--- src/rtl/tri_bus_pkg.sv ---
// tri_bus_pkg: shared FSM encoding and default sizing for the tri-state bus arbiter
package tri_bus_pkg;
    typedef enum logic [1:0] {IDLE = 2'd0, DRIVE = 2'd1, TURN = 2'd2} state_e;
    localparam int N_REQ_DEF = 4;
    localparam int MAX_HOLD_DEF = 8;
endpackage

--- src/rtl/tri_bus_arbiter_rr_pick.sv ---
// rr_pick: combinational round-robin winner, scanning upward from last_owner+1
module rr_pick
    import tri_bus_pkg::*;
#(
    parameter int N  = N_REQ_DEF,
    parameter int IW = (N > 1) ? $clog2(N) : 1
) (
    input  logic [N-1:0]  req,
    input  logic [IW-1:0] last_owner,
    output logic [N-1:0]  pick,
    output logic [IW-1:0] idx
);
    logic [IW-1:0] j;
    // Scan farthest-first so the nearest requester after last_owner overwrites last.
    always_comb begin
        pick = '0;
        idx  = '0;
        j    = '0;
        for (int i = N; i >= 1; i--) begin
            j = IW'((int'(last_owner) + i) % N);
            if (req[j]) begin
                pick    = '0;
                pick[j] = 1'b1;
                idx     = j;
            end
        end
    end
endmodule

--- src/rtl/tri_bus_arbiter.sv ---
// tri_bus_arbiter: round-robin owner of a shared tri-state bus with a hold limit and one-cycle turnaround
module tri_bus_arbiter
    import tri_bus_pkg::*;
#(
    parameter int N_REQ    = N_REQ_DEF,
    parameter int MAX_HOLD = MAX_HOLD_DEF,
    localparam int IW      = (N_REQ > 1) ? $clog2(N_REQ) : 1
) (
    input  logic             clk,
    input  logic             reset,
    input  logic [N_REQ-1:0] req,
    output logic [N_REQ-1:0] bus_en,
    output logic [N_REQ-1:0] grant,
    output logic [IW-1:0]    owner,
    output logic             busy
);
    localparam int HW = $clog2(MAX_HOLD);
    localparam logic [HW-1:0] HOLD_LAST = HW'(MAX_HOLD - 1);

    state_e           state_q, state_d;
    logic [HW-1:0]    hold_q, hold_d;
    logic [IW-1:0]    owner_q, owner_d, last_q, last_d, pick_idx;
    logic [N_REQ-1:0] grant_q, grant_d, bus_en_q, bus_en_d, pick;
    logic             take;

    rr_pick #(.N(N_REQ), .IW(IW)) u_rr_pick (
        .req        (req),
        .last_owner (last_q),
        .pick       (pick),
        .idx        (pick_idx)
    );

    always_ff @(posedge clk) begin
        if (reset) begin
            state_q  <= IDLE;
            hold_q   <= '0;
            owner_q  <= '0;
            last_q   <= IW'(N_REQ - 1);
            grant_q  <= '0;
            bus_en_q <= '0;
        end else begin
            state_q  <= state_d;
            hold_q   <= hold_d;
            owner_q  <= owner_d;
            last_q   <= last_d;
            grant_q  <= grant_d;
            bus_en_q <= bus_en_d;
        end
    end

    always_comb begin
        state_d = state_q;
        unique case (state_q)
            IDLE, TURN: state_d = |req ? DRIVE : IDLE;
            DRIVE:      state_d = (!req[owner_q] || hold_q == HOLD_LAST) ? TURN : DRIVE;
            default:    state_d = IDLE;
        endcase
    end

    // A new winner is only taken from IDLE or TURN, so drivers never hand over directly.
    always_comb begin
        take     = (state_q != DRIVE) && |req;
        owner_d  = take ? pick_idx : owner_q;
        last_d   = take ? pick_idx : last_q;
        hold_d   = (state_q == DRIVE && state_d == DRIVE) ? hold_q + 1'b1 : '0;
        grant_d  = take ? pick : ((state_d == IDLE) ? '0 : grant_q);
        bus_en_d = (state_d == DRIVE) ? grant_d : '0;
    end

    assign bus_en = bus_en_q;
    assign grant  = grant_q;
    assign owner  = owner_q;
    assign busy   = state_q != IDLE;
endmodule

--- config.mk ---
export PLATFORM = sky130hd
export DESIGN_NAME = tri_bus_arbiter
export DESIGN_NICKNAME = d
export VERILOG_FILES = /design/src/rtl/tri_bus_pkg.sv /design/src/rtl/tri_bus_arbiter_rr_pick.sv /design/src/rtl/tri_bus_arbiter.sv
export SDC_FILE = /design/constraint.sdc
export NUM_CORES = 1
export LEC_CHECK = 0
export BUFFER_PORTS_ARGS = -buffer_cell sky130_fd_sc_hd__buf_2
export CAP_MARGIN = 20
export CORE_MARGIN = 1.5
export CORE_UTILIZATION = 59
export DETAILED_ROUTE_END_ITERATION = 8
export PLACE_DENSITY = 0.78
export SLEW_MARGIN = 0
export SYNTH_ARGS = -nofsm -noshare
export SYNTH_HDL_FRONTEND = slang
export SYNTH_HIERARCHICAL = 1
export SYNTH_SLANG_ARGS = --single-unit
export TNS_END_PERCENT = 100
--- constraint.sdc ---
create_clock -name clk -period 5 [get_ports clk]
set_clock_uncertainty 0.1 [all_clocks]
set_input_delay 0.25 -clock clk [delete_from_list [all_inputs] [get_ports clk]]
set_output_delay 0.25 -clock clk [all_outputs]
set_load 0.02 [all_outputs]
Yosys cells after proc, flatten, opt, wreduce, memory -nomap -nowiden:

Index checks and enable logic that the tools add are counted.

* bits of input ports: 6
* register bits after elaboration: 17
* word-level logic and storage cells: 73
* output and inout bits: 11

* multiplexer cells: 31
* bitwise logic cells: 2
* reductions and logical operators: 15
* equal/unequal tests: 5
* add/subtract/negate cells: 5
* $lt $le $gt $ge: 9

Operators with widths (number)
* $mux W4: 6
* $lt A2 B3 Y1 const B: 5
* $bmux W1 S2: 5
* $mux W1: 10
* $mux W2: 5
* $demux W1 S2: 4
* $ge A2 B1 Y1 const B: 4
* $logic_and A1 B1 Y1: 6
* $reduce_or A2 Y1: 3
* $add A2 B1 Y2 const B: 2
* $add A2 B2 Y2 const B: 2
* $eq A2 B1 Y1 const B: 2
* $logic_not A2 Y1: 2
* $pmux W2 S2: 1
* $reduce_or A4 Y1: 1
* $add A3 B1 Y3 const B: 1
* $eq A3 B3 Y1 const B: 1
* $eq A2 B2 Y1 const B: 1
* $ne A2 B1 Y1 const B: 1
* $not A1 Y1: 2
* $reduce_bool A2 Y1: 1
* $logic_not A1 Y1: 1
* $logic_or A1 B1 Y1: 1

Logic depth before layout (Yosys ltp):

Gate-level depths: netlist of run 1.

* depth in word-level cells: 10
* gate-level depth with buffers: 9
* gate-level depth less buffers: 8

Modules after synthesis:

The synthesis of run 1 kept the hierarchy.

Modules (own cells, without submodules)
* tri_bus_arbiter: seq. area each 340.3 um2, cells an instance 68, times used 1, area each 701.9 um2
* rr_pick: seq. area each 0.0 um2, cells an instance 49, times used 1, area each 412.9 um2

Worst setup path after synthesis of run 1:

OpenSTA, ideal clock, no wires.

* path type: register to register
* start point: register last_q[0]
* end point: register bus_en_q[0], in the netlist bus_en[0]
* path buffers: 1
* required time: 4.760 ns
* library setup time: 0.140 ns
* data arrival time: 1.978 ns
* path slack: 2.782 ns
* cell stages (with the launch flop): 10
* clock period less this slack: 2.218 ns
* cell sequence: dfxtp_1 buf_6 inv_1 ha_1 mux4_2 nor2b_4 a221oi_1 a21oi_1 a31oi_1 a211oi_1

* word-level cells in the longest chain between the ends: 10
* elaborated cells on any way between the ends: 37
* classes of those cells: add/sub: 4; order compare: 8; mux: 21; reduce/logical: 4

RTL lines
* start: declaration: RTL line tri_bus_arbiter.sv:22 `logic [IW-1:0] owner_q, owner_d, last_q, last_d, pick_idx;`
* start signal: assignment: RTL line tri_bus_arbiter.sv:38 `last_q <= IW'(N_REQ - 1);`
* start signal: assignment: RTL line tri_bus_arbiter.sv:45 `last_q <= last_d;`
* $add A2 B1 Y2: RTL line tri_bus_arbiter_rr_pick.sv:20 `j = IW'((int'(last_owner) + i) % N);`
* $lt A2 B3 Y1 (not written as such) / $ge A2 B1 Y1 (equally long branches): RTL line tri_bus_arbiter_rr_pick.sv:23 `pick[j] = 1'b1;`
* $logic_and A1 B1 Y1 (not written as such): RTL line tri_bus_arbiter_rr_pick.sv:23
* $mux W1 (not written as such): RTL line tri_bus_arbiter_rr_pick.sv:23
* $demux W1 S2
* $mux W4 (3 in a row): RTL line tri_bus_arbiter_rr_pick.sv:21 `if (req[j]) begin`
* $mux W4 (*): RTL line tri_bus_arbiter_rr_pick.sv:21
* named net pick[0]: RTL line tri_bus_arbiter.sv:23 `logic [N_REQ-1:0] grant_q, grant_d, bus_en_q, bus_en_d, pick;`
* $mux W4 (*): RTL line tri_bus_arbiter.sv:66 `grant_d = take ? pick : ((state_d == IDLE) ? '0 : grant_q);`
* end signal: assignment: RTL line tri_bus_arbiter.sv:47 `bus_en_q <= bus_en_d;`
* end: declaration: RTL line tri_bus_arbiter.sv:23

The timed path passes the listed nets; every way through them passes the cells marked *. The select of a mux whose other input is x is not followed.
A chain may end at the register's enable or synchronous reset.

Worst setup path after layout of run 1:

Same ends and word-level chain as after synthesis.

==> flow_results.xml, run 1 <==
<?xml version="1.0" encoding="UTF-8"?>
<metrics>
  <group name="sta">
    <metric name="grt_setup_unrepaired" unit="">no</metric>
    <metric name="final_setup_fails" unit="">0</metric>
    <metric name="final.period_utilization" unit="%">52.7</metric>
    <metric name="finalMaxSlewViolations" unit="">0</metric>
    <metric name="shortest_clock_period_the_worst_path_allows_after_layout" unit="ns">2.63</metric>
    <metric name="worstMarginPinSlew" unit="ns">0.566</metric>
    <metric name="max_clock_freq" unit="MHz">380</metric>
    <metric name="relSlewSlack" unit="%">61.2</metric>
    <metric name="setup_tns" unit="ns">0</metric>
    <metric name="hold_viol" unit="">0</metric>
  </group>
  <group name="layout">
    <metric name="finish.net_count" unit="">147</metric>
    <metric name="area.growth.synth_to_final" unit="%">9.20</metric>
    <metric name="share_of_post_route_cells_with_drive_strength_above_1" unit="%">24.2</metric>
    <metric name="layout_cells_excl_fill" unit="">157</metric>
    <metric name="antenna_cells" unit="">0</metric>
    <metric name="finish.instance_area" unit="um^2">1220</metric>
  </group>
  <group name="yosys">
    <metric name="mappedNetlistNets" unit="">131</metric>
    <metric name="avgSynthCellArea" unit="um^2">9.53</metric>
    <metric name="yosys.cell_types.count" unit="">36</metric>
    <metric name="synth.cell_area" unit="um^2">1110</metric>
    <metric name="flop_and_latch_count_out_of_synthesis" unit="">17</metric>
    <metric name="synthesis.yosys.warnings" unit="">6</metric>
    <metric name="post_synth_inst_count" unit="">117</metric>
    <metric name="synth_seq_area_share" unit="%">30.5</metric>
  </group>
  <group name="min_path">
    <metric name="worst_hold_path_type" unit="">in2reg</metric>
    <metric name="holdPathStages" unit="">2</metric>
    <metric name="min_to" unit="">grant[0]</metric>
    <metric name="min-delay-start" unit="">reset</metric>
  </group>
  <group name="worst_setup_path">
    <metric name="cp_data_required_time" unit="ns">5.06</metric>
    <metric name="crit_chain" unit="">inv_1 &gt; ha_1 &gt; mux4_2 &gt; nor2b_4 &gt; a221oi_1 &gt; a21oi_1 &gt; a31oi_1 &gt; a211oi_1</metric>
    <metric name="reg2reg_setup_slack" unit="ns">2.37</metric>
    <metric name="reg2reg_to" unit="">bus_en[0]</metric>
    <metric name="critical_path.max_fanout" unit="">13</metric>
    <metric name="crit_path_top_delay_cell" unit="">sky130_fd_sc_hd__dfxtp_1</metric>
    <metric name="path_buf_inv" unit="">1</metric>
    <metric name="arrival" unit="ns">2.70</metric>
    <metric name="cpPeakStageDelay" unit="ns">0.63</metric>
    <metric name="worstReg2RegStart" unit="">last_q[0]</metric>
    <metric name="crit_path_start_kind" unit="">register</metric>
    <metric name="path_delay_family" unit="">compound AO/OA/AOI/OAI gates</metric>
    <metric name="worst-setup-path-type" unit="">reg2reg</metric>
    <metric name="end_kind" unit="">register</metric>
    <metric name="rr_worst_depth" unit="">8</metric>
  </group>
  <group name="floorplanning">
    <metric name="floorplan.die.width" unit="um">46.5</metric>
    <metric name="num_io_pins" unit="">17</metric>
    <metric name="placement_row_count" unit="">15</metric>
    <metric name="die_area" unit="um^2">2160</metric>
    <metric name="core-area" unit="um^2">1750</metric>
    <metric name="die_y" unit="um">46.5</metric>
    <metric name="initial_core_utilization" unit="%">63.9</metric>
  </group>
  <group name="outcome">
    <metric name="status" unit="">finished clean</metric>
  </group>
  <group name="clock_network">
    <metric name="clk-insertion-delay-late" unit="ns">0.30</metric>
    <metric name="tritoncts" unit="">yes</metric>
    <metric name="cts.repair_timing.setup_buffer_count" unit="">0</metric>
    <metric name="root_buffer" unit="">sky130_fd_sc_hd__clkbuf_4</metric>
    <metric name="htree_levels" unit="">1</metric>
    <metric name="cts-buffers-inserted" unit="">3</metric>
    <metric name="hold_buf_cts" unit="">0</metric>
    <metric name="postCtsResizedCells" unit="">0</metric>
    <metric name="clock_tree.buffer_depth" unit="">2</metric>
    <metric name="clock_sinks" unit="">17</metric>
    <metric name="clk_pin_slew_worst_paths" unit="ns">0.09</metric>
  </group>
  <group name="route">
    <metric name="first_pass_iters" unit="">4</metric>
    <metric name="drc" unit="">0</metric>
    <metric name="vias" unit="">987</metric>
    <metric name="drt_iter0_markers" unit="">51</metric>
    <metric name="totalWireLength" unit="um">2530</metric>
    <metric name="drt.antenna.violating_nets" unit="">0</metric>
    <metric name="drt-vias-per-instance" unit="">6.29</metric>
    <metric name="drt-wirelength-per-cell" unit="um">16.1</metric>
  </group>
  <group name="global_route">
    <metric name="antenna_found_initial" unit="">0</metric>
    <metric name="grt-ovfl-total" unit="">0</metric>
    <metric name="via_count_of_the_first_global_routing_pass" unit="">920</metric>
    <metric name="gr-usage-all-layers" unit="%">27.2</metric>
    <metric name="largest_net_degree_at_the_start_of_global_routing" unit="">18</metric>
    <metric name="grt_first_pass_wirelength" unit="um">4070</metric>
  </group>
  <group name="placement">
    <metric name="routability_cong" unit="">0.845</metric>
    <metric name="placedInstanceArea" unit="um^2">1190</metric>
    <metric name="place.detailed.instances" unit="">153</metric>
    <metric name="place.port_buffers" unit="">16</metric>
    <metric name="detailedPlacementHpwl" unit="um">1850</metric>
  </group>
  <group name="pwr">
    <metric name="worst_ir_drop_vdd" unit="mV">0.243</metric>
    <metric name="power_density" unit="nW/um^2">399</metric>
    <metric name="leakage" unit="nW">0.518</metric>
  </group>
  <group name="flow_run">
    <metric name="maxCapViolCount" unit="">0</metric>
  </group>
</metrics>
[power breakdown]
| part | internal [W] | switching [W] |
|---|---|---|
| Combinational | 0.0000969 | 0.000133 |
| Clock | 0.0000311 | 0.0000427 |
| Sequential | 0.000158 | 0.0000244 |
[registers in the layout (all words and copies together) (netlist names)]
signal / count
hold_q: 3
state_q: 2
grant: 4
last_q: 2
bus_en: 4
owner: 2
[cells by family (layout without fill, tap and decap cells)]
| group | count (synthesis) | count (layout) | share of synthesized area [%] |
|---|---|---|---|
| simple gates | 43 | 43 | 24.5 |
| compound gates | 31 | 31 | 18.4 |
| flops | 17 | 17 | 30.5 |
| mux | 11 | 11 | 13.8 |
| fa+ha+maj | 8 | 8 | 8.98 |
| buf+inv | 7 | 22 | 3.81 |
[stage by stage]
stage / total power [W] / setup slack [ns] / hold WS (ns) / utilization [%]
CTS: 0.000484 / 2.37 / 0.195 / 69.7
floorplan: 0.000357 / 2.78 / 0.308 / -
global route: 0.000521 / 2.14 / 0.214 / 69.7
finish: 0.000486 / 2.37 / 0.198 / 69.7
detailed placement: 0.000411 / 2.41 / 0.331 / 68.2
global placement: 0.000402 / 2.49 / 0.323 / 68.2
[worst reg2reg max path: stages (launching register included)]
cell	delay (ns)
sky130_fd_sc_hd__dfxtp_1	0.63
sky130_fd_sc_hd__inv_1	0.19
sky130_fd_sc_hd__ha_1	0.44
sky130_fd_sc_hd__mux4_2	0.33
sky130_fd_sc_hd__nor2b_4	0.15
sky130_fd_sc_hd__a221oi_1	0.24
sky130_fd_sc_hd__a21oi_1	0.12
sky130_fd_sc_hd__a31oi_1	0.21
sky130_fd_sc_hd__a211oi_1	0.08
[layout make-up]
cell class              instances  area (um^2)
fillers                       148          528
inverters                       2         7.51
well taps                      25         31.3
multi-input cells              93          732
clock buffers                   4         26.3
repair buffers                 16         80.1
flip-flops and latches         17          340
[worst max-delay path by stage]
stage          cells after the start  slack, ns        end       from
3_3_place_gp                       8       2.49  bus_en[0]  last_q[0]
2_1_floorplan                      9       2.78  bus_en[0]  last_q[0]
6_report                           8       2.37  bus_en[0]  last_q[0]
4_1_cts                            8       2.37  bus_en[3]  last_q[0]
5_1_grt                            8       2.14  bus_en[1]  last_q[0]
3_5_place_dp                       8       2.41  bus_en[3]  last_q[0]
[cells in the final DEF, fill, tap and decap left out, types with 4 or more instances in the layout]
| cell | n |
|---|---|
| sky130_fd_sc_hd__o21ai_0 | 5 |
| sky130_fd_sc_hd__a221oi_1 | 4 |
| sky130_fd_sc_hd__a21oi_1 | 9 |
| sky130_fd_sc_hd__and3b_1 | 4 |
| sky130_fd_sc_hd__nor2_1 | 10 |
| sky130_fd_sc_hd__buf_2 | 16 |
| sky130_fd_sc_hd__a211oi_1 | 4 |
| sky130_fd_sc_hd__dfxtp_1 | 17 |
| sky130_fd_sc_hd__mux2_2 | 5 |
| sky130_fd_sc_hd__a31oi_1 | 4 |
| sky130_fd_sc_hd__nand3_1 | 7 |
| sky130_fd_sc_hd__nor2b_1 | 6 |
| sky130_fd_sc_hd__ha_1 | 8 |
[cells in the mapped netlist]
library cell                 n  area, um^2
sky130_fd_sc_hd__buf_2       1        5.00
sky130_fd_sc_hd__clkbuf_1    1        3.75
sky130_fd_sc_hd__a22oi_2     1        12.5
sky130_fd_sc_hd__nor4bb_1    1        10.0
sky130_fd_sc_hd__nor2b_4     1        13.8
sky130_fd_sc_hd__a221oi_1    4        35.0
sky130_fd_sc_hd__mux2_2      5        56.3
sky130_fd_sc_hd__nand2b_2    1        8.76
sky130_fd_sc_hd__o21ai_0     5        25.0
sky130_fd_sc_hd__nand2b_1    1        6.26
sky130_fd_sc_hd__ha_1        8         100
sky130_fd_sc_hd__a22oi_1     1        7.51
sky130_fd_sc_hd__and3b_1     4        35.0
sky130_fd_sc_hd__buf_1       1        3.75
sky130_fd_sc_hd__dfxtp_1    17         340
sky130_fd_sc_hd__o21a_1      1        7.51
sky130_fd_sc_hd__mux2i_1     3        30.0
sky130_fd_sc_hd__buf_6       2        22.5
sky130_fd_sc_hd__nand3_1     7        35.0
sky130_fd_sc_hd__a31oi_1     4        25.0
sky130_fd_sc_hd__mux4_2      3        67.6
sky130_fd_sc_hd__nand3b_1    2        15.0
sky130_fd_sc_hd__o2111ai_1   1        8.76
sky130_fd_sc_hd__a21oi_1     9        45.0
sky130_fd_sc_hd__nor2b_1     6        37.5
sky130_fd_sc_hd__or2_2       1        6.26
sky130_fd_sc_hd__nor4b_1     3        26.3
sky130_fd_sc_hd__or3_1       1        6.26
sky130_fd_sc_hd__nor3b_1     1        7.51
sky130_fd_sc_hd__inv_1       2        7.51
sky130_fd_sc_hd__o221ai_1    1        8.76
sky130_fd_sc_hd__nor2_1     10        37.5
sky130_fd_sc_hd__or4_4       1        11.3
sky130_fd_sc_hd__a211oi_1    4        30.0
sky130_fd_sc_hd__nand2_1     1        3.75
sky130_fd_sc_hd__nor4_1      2        12.5
[layer usage]
layer  wire (um)  up-vias  GRT usage (%)  share of wire (%)
li1            -      482              -                  -
met1        1120      455           34.5                 44
met2        1200       42           42.5                 48
met3         148        8           8.63                5.9
met4          57        0           10.9                2.3
met5           0        -              0                  0
Note: power is estimated with default switching activity, not from simulation.
==> run 2, diff against run 1 <==
Settings changed: ABC_AREA from default to 1, CORE_UTILIZATION 59 to 55, PLACE_DENSITY 0.78 to 0.73.
Clock period 5 ns to 2.55 ns, I/O delays scaled along.
==> run 2 against run 1 <==
Clock-buffer cell count did not move. Wire length fell by 15%. Cell area rose by 6.2%. Total power rose to 3.4 times the previous value. Hold slack got worse by 0.14 ns. Combinational power rose to 4.8 times the previous value. Via count rose by 9.5%. Fmax rose by 23%. First-iteration DRC count fell by 37%. Area after synthesis rose by 3.4%. Largest cell class unchanged. Largest power group unchanged.
==> flow_results.xml, run 2 <==
<?xml version="1.0" encoding="UTF-8"?>
<metrics>
  <group name="route">
    <metric name="drt-vias-per-instance" unit="">4.89</metric>
    <metric name="drt-wirelength-per-cell" unit="um">9.70</metric>
    <metric name="drt_iter0_markers" unit="">32</metric>
    <metric name="drt.antenna.violating_nets" unit="">0</metric>
    <metric name="vias" unit="">1081</metric>
    <metric name="first_pass_iters" unit="">4</metric>
    <metric name="drc" unit="">0</metric>
    <metric name="totalWireLength" unit="um">2140</metric>
  </group>
  <group name="floorplanning">
    <metric name="num_io_pins" unit="">17</metric>
    <metric name="die_area" unit="um^2">2380</metric>
    <metric name="floorplan.die.width" unit="um">48.8</metric>
    <metric name="die_y" unit="um">48.8</metric>
    <metric name="initial_core_utilization" unit="%">58.7</metric>
    <metric name="core-area" unit="um^2">1960</metric>
    <metric name="placement_row_count" unit="">16</metric>
  </group>
  <group name="global_route">
    <metric name="grt_first_pass_wirelength" unit="um">3950</metric>
    <metric name="largest_net_degree_at_the_start_of_global_routing" unit="">11</metric>
    <metric name="antenna_found_initial" unit="">0</metric>
    <metric name="via_count_of_the_first_global_routing_pass" unit="">961</metric>
    <metric name="gr-usage-all-layers" unit="%">20.3</metric>
    <metric name="grt-ovfl-total" unit="">0</metric>
  </group>
  <group name="layout">
    <metric name="antenna_cells" unit="">0</metric>
    <metric name="area.growth.synth_to_final" unit="%">12.2</metric>
    <metric name="layout.cells.most_common_list" unit="">48 x sky130_fd_sc_hd__nand2_1, 31 x sky130_fd_sc_hd__inv_1, 22 x sky130_fd_sc_hd__nand3_1</metric>
    <metric name="commonest_non_fill_non_tap_cell_in_the_layout" unit="">sky130_fd_sc_hd__nand2_1</metric>
    <metric name="finish.net_count" unit="">209</metric>
    <metric name="share_of_post_route_cells_with_drive_strength_above_1" unit="%">20.6</metric>
    <metric name="fill_cell_total_of_the_finished_layout" unit="">193</metric>
  </group>
  <group name="sta">
    <metric name="setup_tns" unit="ns">0</metric>
    <metric name="relSlewSlack" unit="%">84.3</metric>
    <metric name="shortest_clock_period_the_worst_path_allows_after_layout" unit="ns">2.14</metric>
    <metric name="final.period_utilization" unit="%">83.8</metric>
    <metric name="hold_viol" unit="">0</metric>
    <metric name="finalMaxSlewViolations" unit="">0</metric>
    <metric name="worstMarginPinSlew" unit="ns">0.235</metric>
    <metric name="final_setup_fails" unit="">0</metric>
    <metric name="max_clock_freq" unit="MHz">468</metric>
    <metric name="grt_setup_unrepaired" unit="">no</metric>
  </group>
  <group name="worst_setup_path">
    <metric name="cp_data_required_time" unit="ns">2.67</metric>
    <metric name="critical_path.max_fanout" unit="">7</metric>
    <metric name="worst-setup-path-type" unit="">reg2reg</metric>
    <metric name="end_kind" unit="">register</metric>
    <metric name="arrival" unit="ns">2.26</metric>
    <metric name="crit_path_start_kind" unit="">register</metric>
  </group>
  <group name="yosys">
    <metric name="yosys.cell_types.count" unit="">21</metric>
    <metric name="synth.cell_area" unit="um^2">1150</metric>
    <metric name="synth_area_leaders" unit="">sky130_fd_sc_hd__dfxtp_1 30%, sky130_fd_sc_hd__nand2_1 16%, sky130_fd_sc_hd__inv_1 10%, sky130_fd_sc_hd__nand3_1 9.6%, sky130_fd_sc_hd__ha_1 8.7%</metric>
    <metric name="ys.flop_type" unit="">sky130_fd_sc_hd__dfxtp_1</metric>
    <metric name="synth_top_cell_area_share" unit="%">29.5</metric>
    <metric name="synth_seq_area_share" unit="%">29.5</metric>
    <metric name="mappedNetlistNets" unit="">188</metric>
    <metric name="post_synth_inst_count" unit="">174</metric>
    <metric name="post-synth-top-count-cell" unit="">sky130_fd_sc_hd__nand2_1</metric>
    <metric name="flop_and_latch_count_out_of_synthesis" unit="">17</metric>
    <metric name="synth_async_sr_flop_share" unit="%">0</metric>
    <metric name="synthesis.yosys.warnings" unit="">6</metric>
    <metric name="synth_common_cells" unit="">48 x sky130_fd_sc_hd__nand2_1, 31 x sky130_fd_sc_hd__inv_1, 22 x sky130_fd_sc_hd__nand3_1</metric>
    <metric name="synth_edf_count" unit="">0</metric>
    <metric name="avgSynthCellArea" unit="um^2">6.62</metric>
    <metric name="synth.largest_area_cell" unit="">sky130_fd_sc_hd__dfxtp_1</metric>
  </group>
  <group name="clock_network">
    <metric name="postCtsResizedCells" unit="">0</metric>
    <metric name="cts-buffers-inserted" unit="">3</metric>
    <metric name="tritoncts" unit="">yes</metric>
    <metric name="cts.repair_timing.setup_buffer_count" unit="">0</metric>
    <metric name="htree_levels" unit="">1</metric>
    <metric name="clk_pin_slew_worst_paths" unit="ns">0.09</metric>
    <metric name="hold_buf_cts" unit="">0</metric>
    <metric name="clock_tree.buffer_depth" unit="">2</metric>
    <metric name="root_buffer" unit="">sky130_fd_sc_hd__clkbuf_4</metric>
    <metric name="clk-insertion-delay-late" unit="ns">0.29</metric>
    <metric name="clock_sinks" unit="">17</metric>
  </group>
  <group name="pwr">
    <metric name="power_density" unit="nW/um^2">1270</metric>
    <metric name="power" unit="W">0.00165</metric>
    <metric name="leakage" unit="nW">0.726</metric>
    <metric name="worst_ir_drop_vdd" unit="mV">0.684</metric>
  </group>
  <group name="placement">
    <metric name="routability_cong" unit="">0.850</metric>
    <metric name="detailedPlacementHpwl" unit="um">1700</metric>
    <metric name="place.port_buffers" unit="">16</metric>
  </group>
  <group name="flow_run">
    <metric name="maxCapViolCount" unit="">0</metric>
  </group>
  <group name="min_path">
    <metric name="worst_hold_path_type" unit="">in2reg</metric>
  </group>
  <group name="outcome">
    <metric name="status" unit="">finished clean</metric>
  </group>
</metrics>
-- run 2: area by class of cell --
cell class	instances	area [um^2]	area share, %
Multi-Input combinational cell	121	669	51.8
Sequential cell	17	340	26.3
Inverter	35	135	10.5
Timing Repair Buffer	17	87.6	6.78
Tap cell	27	33.8	2.61
Clock buffer	4	26.3	2.03
-- run 2: logic make-up (layout without fill, tap and decap cells) --
| kind of cell | Yosys count | count (layout) | synth area share, % |
|---|---|---|---|
| compound gates | 13 | 13 | 5.86 |
| fa+ha+maj | 8 | 8 | 8.69 |
| buf+inv | 36 | 56 | 12.4 |
| flops | 17 | 17 | 29.5 |
| simple gates | 100 | 100 | 43.5 |
-- run 2: report_power, final --
group	total (W)	internal (W)	leakage, nW	switching [W]
Sequential	0.000396	0.000350	0.140	0.0000459
Clock	0.000139	0.0000608	0.0150	0.0000779
Combinational	0.00111	0.000381	0.571	0.000730
Total	0.00165	0.000792	0.726	0.000853
-- run 2: critical path, stage by stage, from the launching register on --
cell                      delay (ns)
sky130_fd_sc_hd__dfxtp_1        0.46
sky130_fd_sc_hd__inv_1          0.16
sky130_fd_sc_hd__ha_1           0.37
sky130_fd_sc_hd__inv_1          0.09
sky130_fd_sc_hd__nand3_1        0.11
sky130_fd_sc_hd__nand2_2        0.08
sky130_fd_sc_hd__nor2_4         0.15
sky130_fd_sc_hd__nand2_1        0.07
sky130_fd_sc_hd__nand3_1        0.09
sky130_fd_sc_hd__nand2_1        0.05
sky130_fd_sc_hd__inv_1          0.05
sky130_fd_sc_hd__nand3_1        0.07
sky130_fd_sc_hd__nand2_1        0.07
sky130_fd_sc_hd__inv_1          0.05
sky130_fd_sc_hd__a21oi_1        0.10
-- run 2: layer usage --
metal | up-vias | track usage [%] | routed length [um]
met3 | 4 | 4.91 | 110
met4 | 0 | 4.29 | 28
met2 | 31 | 32.9 | 955
met1 | 468 | 27.4 | 1050
li1 | 578 | - | -
met5 | - | 0 | 0
-- run 2: final timing paths --
kind | end | slack [ns] | from | depth (start not counted)
hold / removal | grant[1] | 0.06 | reset | 2
hold reg to reg | hold_q[0] | 0.33 | hold_q[0] | 1
setup / recovery | bus_en[0] | 0.41 | last_q[1] | 14
setup reg to reg | bus_en[0] | 0.41 | last_q[1] | 14
-- run 2: per-stage QoR --
| step | util (%) | cells | setup slack [ns] | cell area (um^2) | hold slack (ns) |
|---|---|---|---|---|---|
| 2_1_floorplan | - | 174 | 0.594 | 1150 | 0.272 |
| 3_3_place_gp | 64.5 | 217 | 0.533 | 1270 | 0.309 |
| 3_5_place_dp | 64.5 | 217 | 0.462 | 1270 | 0.326 |
| 4_1_cts | 65.9 | 221 | 0.425 | 1290 | 0.0585 |
| 5_1_grt | 65.9 | 221 | 0.193 | 1290 | 0.0694 |
| 6_report | 65.9 | 221 | 0.414 | 1290 | 0.0624 |
==> run 3, diff against run 2 <==
Clock period 2.55 ns to 2 ns, I/O delays scaled along.
==> run 3 against run 2 <==
Setup slack got worse by 0.22 ns. Wire length increased by 2.4%. Clock-buffer cell count unchanged. Via count increased by 1.8%. Combinational power rose by 33%. Sequential power increased by 27%. Fmax grew 18%. Cell area is 2.5% higher.
==> flow_results.xml, run 3 (synthesis gave the netlist of run 2 again) <==
<?xml version="1.0" encoding="UTF-8"?>
<metrics>
  <group name="outcome">
    <metric name="status" unit="">finished clean</metric>
  </group>
  <group name="min_path">
    <metric name="min_to" unit="">grant[1]</metric>
    <metric name="min-delay-start" unit="">reset</metric>
    <metric name="holdPathStages" unit="">2</metric>
    <metric name="worst_hold_path_type" unit="">in2reg</metric>
  </group>
  <group name="pwr">
    <metric name="combinational_group_share_of_total_power" unit="%">68.6</metric>
    <metric name="power_density" unit="nW/um^2">1630</metric>
    <metric name="net-switching-power" unit="W">0.00110</metric>
    <metric name="seqPwrFrac" unit="%">23.2</metric>
    <metric name="clockPowerShare" unit="%">8.1</metric>
    <metric name="power_switching_share" unit="%">51.0</metric>
    <metric name="worst_ir_drop_vdd" unit="mV">0.820</metric>
    <metric name="cell_int_power" unit="W">0.00106</metric>
    <metric name="leakage" unit="nW">0.731</metric>
  </group>
  <group name="worst_setup_path">
    <metric name="worstReg2RegStart" unit="">last_q[1]</metric>
    <metric name="crit_chain" unit="">inv_4 &gt; ha_4 &gt; inv_2 &gt; nand3_1 &gt; nand2_2 &gt; nor2_4 &gt; nand2_1 &gt; nand3_1 &gt; nand2_1 &gt; inv_1 &gt; nand3_1 &gt; nand2_1 &gt; inv_1 &gt; a21oi_1</metric>
    <metric name="crit_path_start_kind" unit="">register</metric>
    <metric name="cpPeakStageDelay" unit="ns">0.36</metric>
    <metric name="reg2reg_setup_slack" unit="ns">0.19</metric>
    <metric name="critical_path.max_fanout" unit="">5</metric>
    <metric name="reg2reg_to" unit="">bus_en[1]</metric>
    <metric name="cp_data_required_time" unit="ns">2.11</metric>
    <metric name="rr_worst_depth" unit="">14</metric>
    <metric name="worst-setup-path-type" unit="">reg2reg</metric>
    <metric name="arrival" unit="ns">1.92</metric>
    <metric name="crit_path_top_delay_cell" unit="">sky130_fd_sc_hd__dfxtp_2</metric>
    <metric name="end_kind" unit="">register</metric>
  </group>
  <group name="floorplanning">
    <metric name="placement_row_count" unit="">16</metric>
    <metric name="die_area" unit="um^2">2380</metric>
    <metric name="initial_core_utilization" unit="%">58.7</metric>
    <metric name="num_io_pins" unit="">17</metric>
    <metric name="core-area" unit="um^2">1960</metric>
    <metric name="floorplan.die.width" unit="um">48.8</metric>
    <metric name="die_y" unit="um">48.8</metric>
  </group>
  <group name="sta">
    <metric name="final.period_utilization" unit="%">90.3</metric>
    <metric name="final_setup_fails" unit="">0</metric>
    <metric name="relSlewSlack" unit="%">85.7</metric>
    <metric name="shortest_clock_period_the_worst_path_allows_after_layout" unit="ns">1.81</metric>
    <metric name="setup_tns" unit="ns">0</metric>
    <metric name="finalMaxSlewViolations" unit="">0</metric>
    <metric name="hold_viol" unit="">0</metric>
    <metric name="grt_setup_unrepaired" unit="">no</metric>
    <metric name="max_clock_freq" unit="MHz">554</metric>
    <metric name="worstMarginPinSlew" unit="ns">0.214</metric>
    <metric name="timing.hold.ws" unit="ns">0.0303</metric>
  </group>
  <group name="clock_network">
    <metric name="htree_levels" unit="">1</metric>
    <metric name="clock_sinks" unit="">17</metric>
    <metric name="tritoncts" unit="">yes</metric>
    <metric name="clock_tree.buffer_depth" unit="">2</metric>
    <metric name="clk-insertion-delay-late" unit="ns">0.28</metric>
    <metric name="root_buffer" unit="">sky130_fd_sc_hd__clkbuf_4</metric>
    <metric name="clk_pin_slew_worst_paths" unit="ns">0.09</metric>
    <metric name="cts-buffers-inserted" unit="">3</metric>
    <metric name="hold_buf_cts" unit="">0</metric>
  </group>
  <group name="global_route">
    <metric name="antenna_found_initial" unit="">0</metric>
    <metric name="grt_first_pass_wirelength" unit="um">4110</metric>
    <metric name="grt-ovfl-total" unit="">0</metric>
    <metric name="largest_net_degree_at_the_start_of_global_routing" unit="">11</metric>
    <metric name="via_count_of_the_first_global_routing_pass" unit="">1021</metric>
    <metric name="gr-usage-all-layers" unit="%">21.5</metric>
  </group>
  <group name="flow_run">
    <metric name="maxCapViolCount" unit="">0</metric>
  </group>
  <group name="layout">
    <metric name="layout.cells.most_common_list" unit="">48 x sky130_fd_sc_hd__nand2_1, 29 x sky130_fd_sc_hd__inv_1, 22 x sky130_fd_sc_hd__nand3_1</metric>
    <metric name="area.growth.synth_to_final" unit="%">15.0</metric>
    <metric name="finish.net_count" unit="">211</metric>
    <metric name="share_of_post_route_cells_with_drive_strength_above_1" unit="%">24.0</metric>
    <metric name="antenna_cells" unit="">0</metric>
    <metric name="finish.instance_area" unit="um^2">1330</metric>
    <metric name="commonest_non_fill_non_tap_cell_in_the_layout" unit="">sky130_fd_sc_hd__nand2_1</metric>
  </group>
  <group name="route">
    <metric name="drt-wirelength-per-cell" unit="um">9.84</metric>
    <metric name="first_pass_iters" unit="">4</metric>
    <metric name="drt-vias-per-instance" unit="">4.93</metric>
    <metric name="drt.antenna.violating_nets" unit="">0</metric>
    <metric name="drc" unit="">0</metric>
    <metric name="totalWireLength" unit="um">2200</metric>
    <metric name="vias" unit="">1100</metric>
    <metric name="drt_iter0_markers" unit="">28</metric>
  </group>
  <group name="placement">
    <metric name="detailedPlacementHpwl" unit="um">1740</metric>
    <metric name="routability_cong" unit="">0.983</metric>
    <metric name="place.port_buffers" unit="">16</metric>
    <metric name="placedInstanceArea" unit="um^2">1280</metric>
  </group>
</metrics>
==> run 3: cell types whose count changed in the layout (fill, tap and decap cells not counted), moves of 2 or more <==
cell / change
sky130_fd_sc_hd__dfxtp_2: +2
sky130_fd_sc_hd__dfxtp_1: -2
sky130_fd_sc_hd__buf_4: +2
sky130_fd_sc_hd__inv_1: -2
==> run 3: what timing repair did <==
item,CTS,global route
hold endpoints to repair,0,0
setup endpoints to repair,0,10
gates resized for setup,0,6
setup buffers,0,0
==> run 3: final cells by class <==
type	instances	area (um^2)
Clock buffer	4	26.3
Timing Repair Buffer	19	103
Sequential cell	17	343
Inverter	35	138
Fill cell	197	637
Multi-Input combinational cell	121	682
Tap cell	27	33.8
==> run 3: worst max-delay path by stage <==
stage | from | endpoint | slack (ns) | cells after the start
detailed placement | last_q[1] | bus_en[1] | 0.03 | 14
CTS | last_q[1] | bus_en[1] | 0.006 | 14
floorplan | last_q[0] | bus_en[0] | 0.04 | 15
global placement | last_q[1] | bus_en[1] | 0.16 | 14
finish | last_q[1] | bus_en[1] | 0.19 | 14
global route | last_q[1] | grant[0] | 0.03 | 15
==> run 3: metal layers <==
metal  vias to the layer above  track usage, %  part of all wire, %
met5                         -               0                    0
met4                         0            3.81                0.091
met3                         2            4.91                  4.6
met2                        29            37.2                   48
met1                       488            27.5                   47
li1                        581               -                    -
==> run 3: critical path, delay by kind of cell (launching register included) <==
| family | cells | cell delay [ns] |
|---|---|---|
| AOI/OAI and AO/OA | 1 | 0.13 |
| adders and majority gates | 1 | 0.28 |
| buffers and inverters | 4 | 0.19 |
| DFF | 1 | 0.36 |
| and+or+nand+nor | 8 | 0.65 |
==> run 3: through the flow <==
step,power (W),std cells,setup WS (ns),utilization (%)
after CTS,0.00212,223,0.00566,66.6
after detailed placement,0.00195,219,0.0318,65.3
final,0.00216,223,0.194,67.5
after global routing,0.00242,223,0.0274,67.5
after floorplan,0.00162,174,0.0438,-
after global placement,0.00192,219,0.159,65.3
==> run 3: power by group through the flow <==
stage               Combinational (W)  Sequential [W]  Clock [W]
CTS                           0.00145        0.000495   0.000182
global route                  0.00171        0.000515   0.000195
detailed placement            0.00144        0.000504          0
finish                        0.00148        0.000502   0.000176
floorplan                     0.00101        0.000617          0
global placement              0.00142        0.000499          0
